==> config.mk <==
export PLATFORM = sky130hd
export DESIGN_NAME = voice_scheduler
export DESIGN_NICKNAME = d
export VERILOG_FILES = /design/src/rtl/voice_scheduler.sv
export SDC_FILE = /design/constraint.sdc
export NUM_CORES = 1
export LEC_CHECK = 0
export ABC_AREA = 0
export CELL_PAD_IN_SITES_DETAIL_PLACEMENT = 1
export CELL_PAD_IN_SITES_GLOBAL_PLACEMENT = 1
export CORE_ASPECT_RATIO = 0.75
export CORE_MARGIN = 2
export CORE_UTILIZATION = 35
export CTS_CLUSTER_SIZE = 30
export DETAILED_ROUTE_END_ITERATION = 7
export PLACE_DENSITY_LB_ADDON = 0.15
export SETUP_SLACK_MARGIN = 0.15
export SYNTH_ARGS = -nofsm -noshare
export SYNTH_HDL_FRONTEND = slang
export SYNTH_SLANG_ARGS = --single-unit
==> constraint.sdc <==
create_clock -name clk -period 5.1 [get_ports clk]
set_clock_uncertainty 0.2 [all_clocks]
set_input_delay 0.765 -clock clk [delete_from_list [all_inputs] [get_ports clk]]
set_output_delay 0.765 -clock clk [all_outputs]
set_load 0.005 [all_outputs]
==> src/rtl/voice_scheduler.sv <==
// voice_scheduler: decodes note commands into a slot table and, on each
// sample tick, walks the active slots through the shared datapath.
module voice_scheduler #(
  parameter int NUM_VOICES = 8,
  parameter int IDX_W      = 3
) (
  input  logic                  clk,
  input  logic                  reset,
  input  logic                  i_cmd_valid,
  input  logic [15:0]           i_cmd,
  output logic                  o_cmd_ready,
  input  logic                  i_sample_tick,
  output logic                  o_voice_req,
  output logic [IDX_W-1:0]      o_voice_idx,
  output logic [6:0]            o_voice_note,
  input  logic                  i_voice_ack,
  output logic                  o_frame_done,
  output logic                  o_overrun,
  output logic [NUM_VOICES-1:0] o_active_mask,
  output logic                  o_wave_sel
);

  typedef enum logic [1:0] {IDLE, CHECK, REQ} state_t;

  localparam logic [IDX_W-1:0] LAST = IDX_W'(NUM_VOICES - 1);

  state_t                  state;
  logic [IDX_W-1:0]        idx;
  logic [IDX_W-1:0]        steal_ptr;
  logic [NUM_VOICES-1:0]   mask;
  logic [6:0]              notes [NUM_VOICES];
  logic                    wave_sel;
  logic                    tick_pending;
  logic                    voice_req;
  logic                    frame_done;
  logic                    overrun;

  logic                    cmd_on;
  logic [6:0]              cmd_note;
  logic                    cmd_accept;
  logic [NUM_VOICES-1:0]   match_mask;
  logic                    free_found;
  logic [IDX_W-1:0]        free_idx;
  logic                    unused_velocity;

  assign cmd_on          = i_cmd[15];
  assign cmd_note        = i_cmd[14:8];
  assign unused_velocity = ^i_cmd[7:0];
  assign o_cmd_ready     = (state == IDLE) && !tick_pending;
  assign cmd_accept      = i_cmd_valid && o_cmd_ready;

  // Active slots holding the commanded note, and the lowest free slot
  always_comb begin
    match_mask = '0;
    free_found = 1'b0;
    free_idx   = '0;
    for (int unsigned i = 0; i < NUM_VOICES; i++) begin
      match_mask[i] = mask[i] && (notes[i] == cmd_note);
    end
    // Scan downward so the last hit is the lowest free index
    for (int unsigned i = NUM_VOICES; i > 0; i--) begin
      if (!mask[i-1]) begin
        free_found = 1'b1;
        free_idx   = IDX_W'(i - 1);
      end
    end
  end

  // Slot table, wave select and steal pointer updated by accepted commands
  always_ff @(posedge clk or posedge reset) begin
    if (reset) begin
      mask      <= '0;
      wave_sel  <= 1'b0;
      steal_ptr <= '0;
      for (int unsigned i = 0; i < NUM_VOICES; i++) begin
        notes[i] <= '0;
      end
    end else if (cmd_accept) begin
      if (cmd_on) begin
        if (cmd_note == 7'd0) begin
          wave_sel <= ~wave_sel;
        end else if (|match_mask) begin
          // already playing: no duplicates
        end else if (free_found) begin
          notes[free_idx] <= cmd_note;
          mask[free_idx]  <= 1'b1;
        end else begin
          notes[steal_ptr] <= cmd_note;
          mask[steal_ptr]  <= 1'b1;
          steal_ptr        <= steal_ptr + 1'b1;
        end
      end else begin
        if (cmd_note == 7'h7F) begin
          mask <= '0;
        end else if (cmd_note != 7'd0) begin
          mask <= mask & ~match_mask;
        end
      end
    end
  end

  // Scan sequencer: walks slots per tick, handshakes active ones
  always_ff @(posedge clk or posedge reset) begin
    if (reset) begin
      state        <= IDLE;
      idx          <= '0;
      tick_pending <= 1'b0;
      voice_req    <= 1'b0;
      frame_done   <= 1'b0;
      overrun      <= 1'b0;
    end else begin
      frame_done <= 1'b0;
      overrun    <= 1'b0;
      if ((state != IDLE) && i_sample_tick) begin
        if (!tick_pending) tick_pending <= 1'b1;
        else               overrun      <= 1'b1;
      end
      case (state)
        IDLE: begin
          if (i_sample_tick && cmd_accept) begin
            // command wins this cycle; scan starts next cycle on new table
            tick_pending <= 1'b1;
          end else if (i_sample_tick || tick_pending) begin
            state        <= CHECK;
            idx          <= '0;
            tick_pending <= i_sample_tick && tick_pending;
          end
        end
        CHECK: begin
          if (mask[idx]) begin
            state     <= REQ;
            voice_req <= 1'b1;
          end else if (idx == LAST) begin
            frame_done <= 1'b1;
            state      <= IDLE;
          end else begin
            idx <= idx + 1'b1;
          end
        end
        REQ: begin
          if (i_voice_ack) begin
            voice_req <= 1'b0;
            if (idx == LAST) begin
              frame_done <= 1'b1;
              state      <= IDLE;
            end else begin
              idx   <= idx + 1'b1;
              state <= CHECK;
            end
          end
        end
        default: state <= IDLE;
      endcase
    end
  end

  assign o_voice_req   = voice_req;
  assign o_voice_idx   = idx;
  assign o_voice_note  = notes[idx];
  assign o_frame_done  = frame_done;
  assign o_overrun     = overrun;
  assign o_active_mask = mask;
  assign o_wave_sel    = wave_sel;

endmodule

==> results of run 1 <==
-- power breakdown --
part	internal [µW]	switching, µW	leakage, µW
combinational	437	331	0.00124
sequential	740	196	0.00100
clock	391	252	0.000143
total	1570	779	0.00239
-- layer usage --
layer / up-vias / GRT usage [%]
met2: 60 / 26.77
met3: 14 / 4.191
met4: 0 / 4.810
li1: 1539 / -
met1: 1670 / 30.12
met5: - / 0
-- placed cells by master (no fill, tap or decap), types with 2 or more instances in the layout --
master / n
a311o_1: 5
nand4_1: 10
nand3_1: 6
o21ai_0: 7
nor2b_1: 7
xor2_1: 37
and4_1: 3
nor4_1: 10
o21a_1: 3
clkbuf_1: 2
nor2_1: 17
mux2_1: 4
nor4_4: 6
xnor2_1: 22
clkinv_2: 3
buf_4: 15
or3_1: 2
a21oi_1: 11
clkdlybuf4s50_1: 35
nand2_1: 38
clkbuf_16: 9
dfrtp_1: 77
mux2_2: 54
inv_1: 9
and2_1: 3
mux2i_1: 3
ha_1: 7
mux4_2: 16
a31oi_1: 5
nor3_1: 4
-- logic make-up after synthesis --
logic type / count (synthesis)
compound gates: 39
xor+xnor: 59
fa+ha+maj: 7
buf+inv: 37
flops: 77
mux: 77
simple gates: 111
-- stage by stage --
step | cells | hold WS [ns] | total power [µW]
2_1_floorplan | 407 | 0.2685 | 1428
3_3_place_gp | 602 | 0.2651 | 1696
3_5_place_dp | 602 | 0.2730 | 1722
4_1_cts | 618 | 0.2853 | 2377
5_1_grt | 618 | 0.3354 | 2503
6_report | 618 | 0.2735 | 2348
-- how the worst max path moves through the flow --
stage              start   endpoint  depth (start not counted)
2_1_floorplan   i_cmd[8]  notes[49]                          8
3_3_place_gp   i_cmd[11]  notes[36]                          8
3_5_place_dp   i_cmd[11]   notes[0]                          8
6_report       i_cmd[11]   notes[0]                          8
4_1_cts        i_cmd[11]   notes[0]                          8
5_1_grt        i_cmd[11]   notes[4]                          8
-- sequential cells by signal, summed over array words and instances, names as in the netlist --
name / count
o_frame_done: 1
o_voice_idx: 3
state: 2
tick_pending: 1
o_active_mask: 8
notes: 56
o_wave_sel: 1
o_voice_req: 1
o_overrun: 1
steal_ptr: 3
-- layout make-up --
cell class,instances,area [µm²]
Clock buffer,12,246.5
Clock inverter,4,47.55
Fill cell,1406,7528
Inverter,11,42.54
Multi-Input combinational cell,293,2594
Sequential cell,77,1927
Tap cell,171,214.0
Timing Repair Buffer,50,462.9
-- worst max-delay path, delay by kind of cell --
family / cells / cell delay, ns
AND/OR/NAND/NOR: 2 / 0.98
AO/OA/AOI/OAI: 1 / 0.37
XOR/XNOR: 1 / 0.28
buffers and inverters: 3 / 1.27
multiplexers: 1 / 0.41
==> results.md, run 1 <==
- Post-synthesis sequential area ratio: approximately two fifths
- Fin. max-slew vios: 0
- CTS tree: built
- RePlAce Congestion: 0.7881
- Post-CTS Setup Bufs: 0
- Status: complete, no violations
- Clock root cell: clkbuf_16
- Worst r2r src: state[0]
- Relative slew slack: roughly 26%
- Gr usage total: around a fifth
- ANT nets after route: 0
- #FFs+latches synth: 77
- Top FF cell, synth: dfrtp_1
- Largest net degree at the start of global routing: 47
- First-pass GRT wire length: between 20000 and 25000 µm
- Largest area contributor in the netlist: dfrtp_1
- Synth top area cells: dfrtp_1 41%, mux2_2 13%, mux4_2 7.7%, xor2_1 6.9%, xnor2_1 4.1%
- Fin util: 42.37%
- Slowest CP cell: nor4_4
- Vias in the first global route: 3448
- WHS Path Cells: 1
- DR vias/cell: ~5.3
- Number of remaining DRC errors: 0
- CP max FO: 11
- Synth top cells by count: 77 x dfrtp_1, 54 x mux2_2, 38 x nand2_1
- Reg2reg end: notes[0]
- Period utilization: roughly four fifths
- Worst min-delay path startpoint: o_wave_sel
- Setup TNS Final: 0 ns
- DR WL met2: between 5000 and 6000 µm
- Antenna violations before repair: 0
- XOR/XNOR Fraction of Synth Area: a little over a tenth
- Net count, final: 470
- Max Cap Viol: 0
- Combinational family with the most area after synthesis: multiplexers
- Site Rows: 36
- Die Y: between 100 and 150 µm
- Vias post-DR: 3283
- Longest Clk Path Bufs: 2
- Drt wl/cell: 20.70 µm
- Mux contribution to synthesized area: between 20 and 25%
- Synth cell types: between 40 and 50
- Post-synth ARST share: between 90% and 100%
- Post-Syn Nets: ~440
- I/O Buffers: 35
- WP data required: between 5 and 6 ns
- DRT Wirelength: about 13000 µm
- Uppermost layer routed: met4
- Post_cts resized: 0
- Clock buffer count from CTS: 9
- Synth Area in Adders: 1.861%
- Worst Tran Pin Value: around 1.1 ns
- ANT cells: 0
- Final count of hold timing violations: 0
- Starting Density: about 36%
- Syn avg cell area: ~12 µm²
- Worst R2R Setup Slack: around 1.6 ns
- CP Launch Type: input pin
- Die area: 0.01440 mm²
- Hold Buf Count CTS: 0
- Clock transition at path regs: approximately 0.06 ns
- Area of the mapped netlist: ~0.0047 mm²
- Cells after Synth: slightly above 400
- Most used cell, CP: buf_4
- DP Wirelength: 9157 µm
- Worst min path class: flop to flop
- Final Cell Area: about 0.0055 mm²
- Area Overhead vs Synth: 17.60%
- CP Class: input pin to flop
- Max IR drop VDD: 0.1799 mV
- Final setup margin: a little over 1 ns
- Layout cells sized above 1: around a quarter
- Hold EP: o_wave_sel
- Grt total ovfl: 0
- RSZ-0062 raised after global routing: false
- Post-layout minimum cycle time: just over 4 ns
- Dpl ws: around 0.73 ns
- DRT Pass-1 Iters: 4
- Pwr dens: around 420 mW/mm²
- DP Area: 0.005240 mm²
- Worst path cell trace: clkdlybuf4s50_1, buf_4, xor2_1, nor4_1, a221o_1, buf_4, nor4_4, mux2_2
- Yosys warnings: 0
- 1st-iter DRT viols: approximately 190
- Synth top area share: between 40% and 50%
- Lkg Pwr: ~0.0024 µW
- Setup crit end kind: flop
- Wire length on met1: 6717 µm
- EDFF count, synth: 0
- Worst skew pair latency: 0.34 ns
- Final setup violation count: 0
- Worst reg-to-reg path cell count: 7
- Arrival time at the worst endpoint: roughly 4.1 ns
- Peak Freq: 246.0 MHz
- H-tree Lvls: 3
- Routed wl met3: around 520 µm
- Core area: 0.01306 mm²
- Count leader, synth: dfrtp_1
- Simple-gate share of the synthesized area: between 10 and 15%
- Compound-Gate Fraction of Synth Area: under 10%
- Die W: between 100 and 150 µm
- I/O pins: 44
- CP max stage delay: between 0.8 and 0.9 ns
- CTS sink cnt: between 70 and 80
Power figures use the tool's default switching activity.
==> run 2: changes to the inputs <==
Clock period 5.1 ns to 3.33 ns, I/O delays scaled along.
==> results.md, run 2 (same netlist as run 1, synthesis figures left out) <==
- RePlAce Congestion: 0.8466 (+7.4%)
- Buf/Inv on CP: 4 (+1)
- DRT Wirelength: 12930 µm (+1.1%)
- 1st-iter DRT viols: 72 (-62%)
- Tot Pwr: 3693 µW (+57%)
- Die area: 0.01440 mm² (unchanged)
- I/O Buffers: 35 (unchanged)
- Internal Pwr Total: 2452 µW (+56%)
- Arrival time at the worst endpoint: 3.10 ns (-0.99 ns)
- Worst path cell trace: clkdlybuf4s50_1, buf_4, xnor2_1, nand4_1, nor4_1, a2111o_1, buf_12, nor4_4, buf_12, mux2_1
- Relative slew slack: 35.32% (+9.6 points)
- Number of remaining DRC errors: 0 (unchanged)
- Largest register FFs: 56 (unchanged)
- Post-layout minimum cycle time: 3.092 ns
- CP max FO: 11 (unchanged)
- CP Launch Type: input pin
- Setup crit end kind: flop
- Reg power frac: 37.3% (-2.6 points)
- Worst R2R Setup Slack: 0.47 ns (-1.13 ns)
- Die Y: 104.4 µm (unchanged)
- CTS sink cnt: 77 (unchanged)
- Vias post-DR: 3414 (+4.0%)
- WP data required: 3.34 ns (-1.78 ns)
- Number of cells after detailed placement: 633 (+5.1%)
- Longest Clk Path Bufs: 2 (unchanged)
- Drt wl/cell: 19.83 µm (-4.2%)
- Antenna violations before repair: 0 (unchanged)
- Area occupied by registers: 0.001927 mm² (unchanged)
- Gr usage total: 19.71% (+0.40 points)
- Final Hold Slack: 0.2067 ns (-0.06681 ns)
- RSZ-0062 raised after global routing: false
- Clock buffer count from CTS: 9 (unchanged)
- Core area: 0.01306 mm² (unchanged)
- Net Switching: 1240 µW (+59%)
- Top delay family on crit path: buffers and inverters
- Leading cell types in the layout, fill and taps excluded: 77 x dfrtp_1, 54 x mux2_2, 38 x nand2_1, 37 x xor2_1, 36 x buf_4
- DRT Pass-1 Iters: 4 (unchanged)
- Peak Freq: 323.4 MHz
- H-tree Lvls: 3 (unchanged)
- Worst Tran Pin Value: 0.9702 ns (-0.1440 ns)
- Grt total ovfl: 0 (unchanged)
- CP max stage delay: 0.68 ns (-0.13 ns)
- Vias in the first global route: 3641 (+5.6%)
- Max IR drop VDD: 0.2706 mV (+50%)
- DP Wirelength: 9440 µm (+3.1%)
- Die W: 137.9 µm (unchanged)
- Pwr dens: 619.0 mW/mm² (+46%)
- Lkg Pwr: 0.002617 µW (+9.5%)
- CP Class: input pin to flop
- CP Launch Point: i_cmd[12]
- Clock root cell: clkbuf_16
- Starting Density: 36.02% (unchanged)
- Net count, final: 504 (+7.2%)
- Fin util: 45.67% (+3.3 points)
- Fin. max-slew vios: 0 (unchanged)
- Site Rows: 36 (unchanged)
- Fin cells: 652 (+5.5%)
- Final count of hold timing violations: 0 (unchanged)
- Most used cell, CP: buf_12
- Final Cell Area: 0.005966 mm² (+7.8%)
- Max Cap Viol: 0 (unchanged)
- Clock transition at path regs: 0.06 ns (about the same)
- Biggest register: notes
- Worst skew pair latency: 0.34 ns (about the same)
- Switching part of the total: 33.59% (+0.38 points)
- DP Area: 0.005623 mm² (+7.3%)
- Worst r2r src: state[0]
- DR vias/cell: 5.236 (-1.4%)
- Final setup violation count: 0 (unchanged)
- Layout cells sized above 1: 29.94% (+5.8 points)
- ANT cells: 0 (unchanged)
- Period utilization: approximately 93%
- CTS tree: built
- Commonest non-fill, non-tap cell in the layout: dfrtp_1
- Worst min path class: input pin to async pin
- Post_cts resized: 0 (unchanged)
- ANT nets after route: 0 (unchanged)
- Clk pwr share: 27.8% (+0.4 points)
- Largest net degree at the start of global routing: 67 (+43%)
- Status: complete, no violations
- First-pass GRT wire length: 21290 µm (+3.3%)
- Slowest CP cell: nor4_1
- Comb pwr share: 34.9% (+2.2 points)
- Area Overhead vs Synth: 26.77%
- I/O pins: 44 (unchanged)
- Fill cell count: 1387 (-1.4%)
- Area taken by multi-input logic gates: 0.002594 mm² (unchanged)
## run 2: what timing repair did
action                     4_1_cts  5_1_grt
hold buffers                     0        0
setup buffers                    2        1
pin swaps                        3        1
setup endpoints to repair       16        7
cloned                           0        0
## run 2: power groups by stage
stage	sequential, µW	clock (µW)	combinational, µW
global placement	1370	0	1270
floorplan	1300	0	889
finish	1380	1030	1290
global route	1420	1100	1420
CTS	1380	1050	1310
detailed placement	1390	0	1290
## run 2: metrics by stage
step / TNS, ns / worst slack (ns)
3_5_place_dp: -5.698 / -0.2664
4_1_cts: 0 / 0.1591
6_report: 0 / 0.2377
5_1_grt: 0 / 0.1545
3_3_place_gp: -3.511 / -0.1723
2_1_floorplan: 0 / 0.5935
## run 2: final timing paths
path	end	depth (start not counted)
worst min register to register	o_wave_sel	1
max in group asynchronous	notes[54]	3
worst max register to register	o_active_mask[1]	8
min in group clk	o_wave_sel	1
worst max-delay path	notes[3]	10
worst min-delay path	steal_ptr[0]	2
## run 2: cell type report
class	count	share of cell area, %
multi-input cells	293	43.48
flip-flops and latches	77	32.30
repair buffers	84	14.77
clock buffers	10	4.006
well taps	171	3.586
clock inverters	6	1.154
inverters	11	0.7131
## run 2: layer usage
metal  vias up  part of all wire [%]  track usage, %  wire length (µm)
met2        69                    45           28.50              5799
met3         9                   4.5           4.386               587
met4         0                  0.84           4.665               108
met5         -                     0               0                 0
met1      1731                    50           29.73              6436
li1       1605                     -               -                 -
==> run 3: changes to the inputs <==
Settings changed: SLEW_MARGIN set to 10.
==> results of run 3 <==
Final layout, timing and power as in run 2 (identical DEF).
==> RTL change (settings of run 3) <==
Make the reset (`reset`) synchronous in 2 clocked blocks.
--- a/src/rtl/voice_scheduler.sv
+++ b/src/rtl/voice_scheduler.sv
@@ -67,7 +67,7 @@
   end
 
   // Slot table, wave select and steal pointer updated by accepted commands
-  always_ff @(posedge clk or posedge reset) begin
+  always_ff @(posedge clk) begin
     if (reset) begin
       mask      <= '0;
       wave_sel  <= 1'b0;
@@ -100,7 +100,7 @@
   end
 
   // Scan sequencer: walks slots per tick, handshakes active ones
-  always_ff @(posedge clk or posedge reset) begin
+  always_ff @(posedge clk) begin
     if (reset) begin
       state        <= IDLE;
       idx          <= '0;
Behaviour: differs if reset is asserted again (counterexample within 4 cycles, from zero or initial values and one cycle with reset high); with reset held inactive, the same outputs for 4 cycles.
==> RTL change against run 3 <==
  * Cell count is 7.2% higher
  * Worst hold slack gained 0.12 ns
  * Die area grew 2.0%
  * Critical path type unchanged
  * Setup slack worse by 0.050 ns
  * Maximum frequency down 1.6%
  * Synthesized area rose by 2.1%
  * Sequential share of layout area increased by 2.5 points
  * Sequential cell count increased by 3
  * Global-route usage is 0.11 points higher
  * Wire length increased by 11%
  * Cell area increased by 4.2%
Power is not compared: it rests on default switching activity, and its combinational part moved more than twofold at a synthesized area within 25%.
==> RTL change: results (changes against run 3) <==
| Metric | Value |
|---|---|
| Outcome | completed |
| Total placed cells including tap cells | 671 (+6.0%) |
| Routed WL | 14300 um (+11%) |
| GR Util met2 | 0.311 (+0.0259) |
| Syn_nets | 460 (+5.7%) |
| Largest net degree at the start of global routing | 25 (-63%) |
| CP top delay family | simple AND/OR/NAND/NOR gates |
| Vias per cell | 5.32 (+1.7%) |
| Placed Area | 5720 um^2 (+1.7%) |
| Met2 WL post-DR | 6540 um (+13%) |
| Worst path max stage delay | 0.64 ns (-0.04 ns) |
| Post-CTS Setup Inserts | 5 (+3) |
| Mux contribution to synthesized area | 0.0935 (-0.128) |
| Fill count | 1481 (+6.8%) |
| Met1 Use GR | 0.274 (-0.0230) |
| Fin nets | 546 (+8.3%) |
| Worst EP arrival | 3.01 ns (-0.09 ns) |
| Post-CTS resize count | 5 (+5) |
| DR top layer | met4 |
| Cell types occupying the most area after synthesis | edfxtp_1 (35%), dfxtp_1 (10%), mux4_2 (7.5%) |
| Post-Synth XOR/XNOR Area | 0.104 (-0.00590) |
| GP Congestion | 0.888 (+4.9%) |
| Slowest-stage cell, CP | or4_4 |
| Count of cell types in the netlist | 55 (+25%) |
| Pre-CTS setup slack | -0.308 ns (-0.0415 ns) |
| Max FFs per register | 56 (unchanged) |
| Routed length on met3 | 639 um (+8.9%) |
| DRT met1 WL | 6900 um (+7.2%) |
| All-Layer GR Usage | 0.198 (+0.00112) |
| Register area share after synthesis | 0.450 (+0.0405) |
| Max-slew headroom | 0.580 (+0.227) |
| Flop2flop setup slack | 0.39 ns (-0.08 ns) |
| Highest net fanout along the worst path | 8 (-3) |
| Non-Filler Instances | 699 (+7.2%) |
| Asr flop ratio synth | 0 (-1.00) |
| List of most frequent post-synthesis cells | and2_1 (56), edfxtp_1 (56), xnor2_1 (31) |
| Clock latency at the later pin of the worst-skew pair | 0.35 ns |
| RR Startpoint | state[0] |
| Max Fclk | 318 MHz (-1.6%) |
| Global-route wire length before repair | 22200 um (+4.1%) |
| H-Tree Depth | 3 (unchanged) |
| HPWL Detailed | 10900 um (+15%) |
| Initial DRC count | 247 (+240%) |
| Worst Hold Class | flip-flop to flip-flop |
| CP endpoint | notes[4][0] |
| Met3 Usage GRT | 0.0491 (+0.00521) |
| Synth Area in Adders | 0.0156 (-0.00299) |
| Post-synth top flop | edfxtp_1 |
| Reg2reg end | notes[4][0] |
| Avg Cell Area, Syn | 11.1 um^2 (-4.0%) |
| Post-synthesis compound-gate area fraction | 0.0750 (+0.0146) |
| Layout cells sized above 1 | 0.244 (-0.0551) |
| Vias in the first global route | 3889 (+6.8%) |
| Syn. warnings | 0 (unchanged) |
| Post-synth EDFFs | 56 (+56) |
| Reg2Reg Depth | 10 (+2) |
| CP startpoint | i_cmd[12] |
-- RTL change: worst min-delay path by stage --
stage	from	endpoint	slack, ns	depth (start not counted)
3_3_place_gp	state[0]	state[0]	0.29	2
6_report	o_voice_req	o_voice_req	0.33	2
2_1_floorplan	state[0]	state[0]	0.27	2
4_1_cts	state[0]	state[0]	0.33	2
5_1_grt	state[0]	state[0]	0.34	2
3_5_place_dp	tick_pending	o_overrun	0.32	1
-- RTL change: cell type report --
class / instances / area [um^2] / area share
Multi-Input combinational cell: 318 / 2530 / 0.407
Sequential cell: 80 / 2160 / 0.348
Timing Repair Buffer: 103 / 1000 / 0.161
Clock buffer: 13 / 258 / 0.0415
Tap cell: 175 / 219 / 0.0352
Inverter: 7 / 26.3 / 0.00423
Clock inverter: 3 / 18.8 / 0.00302
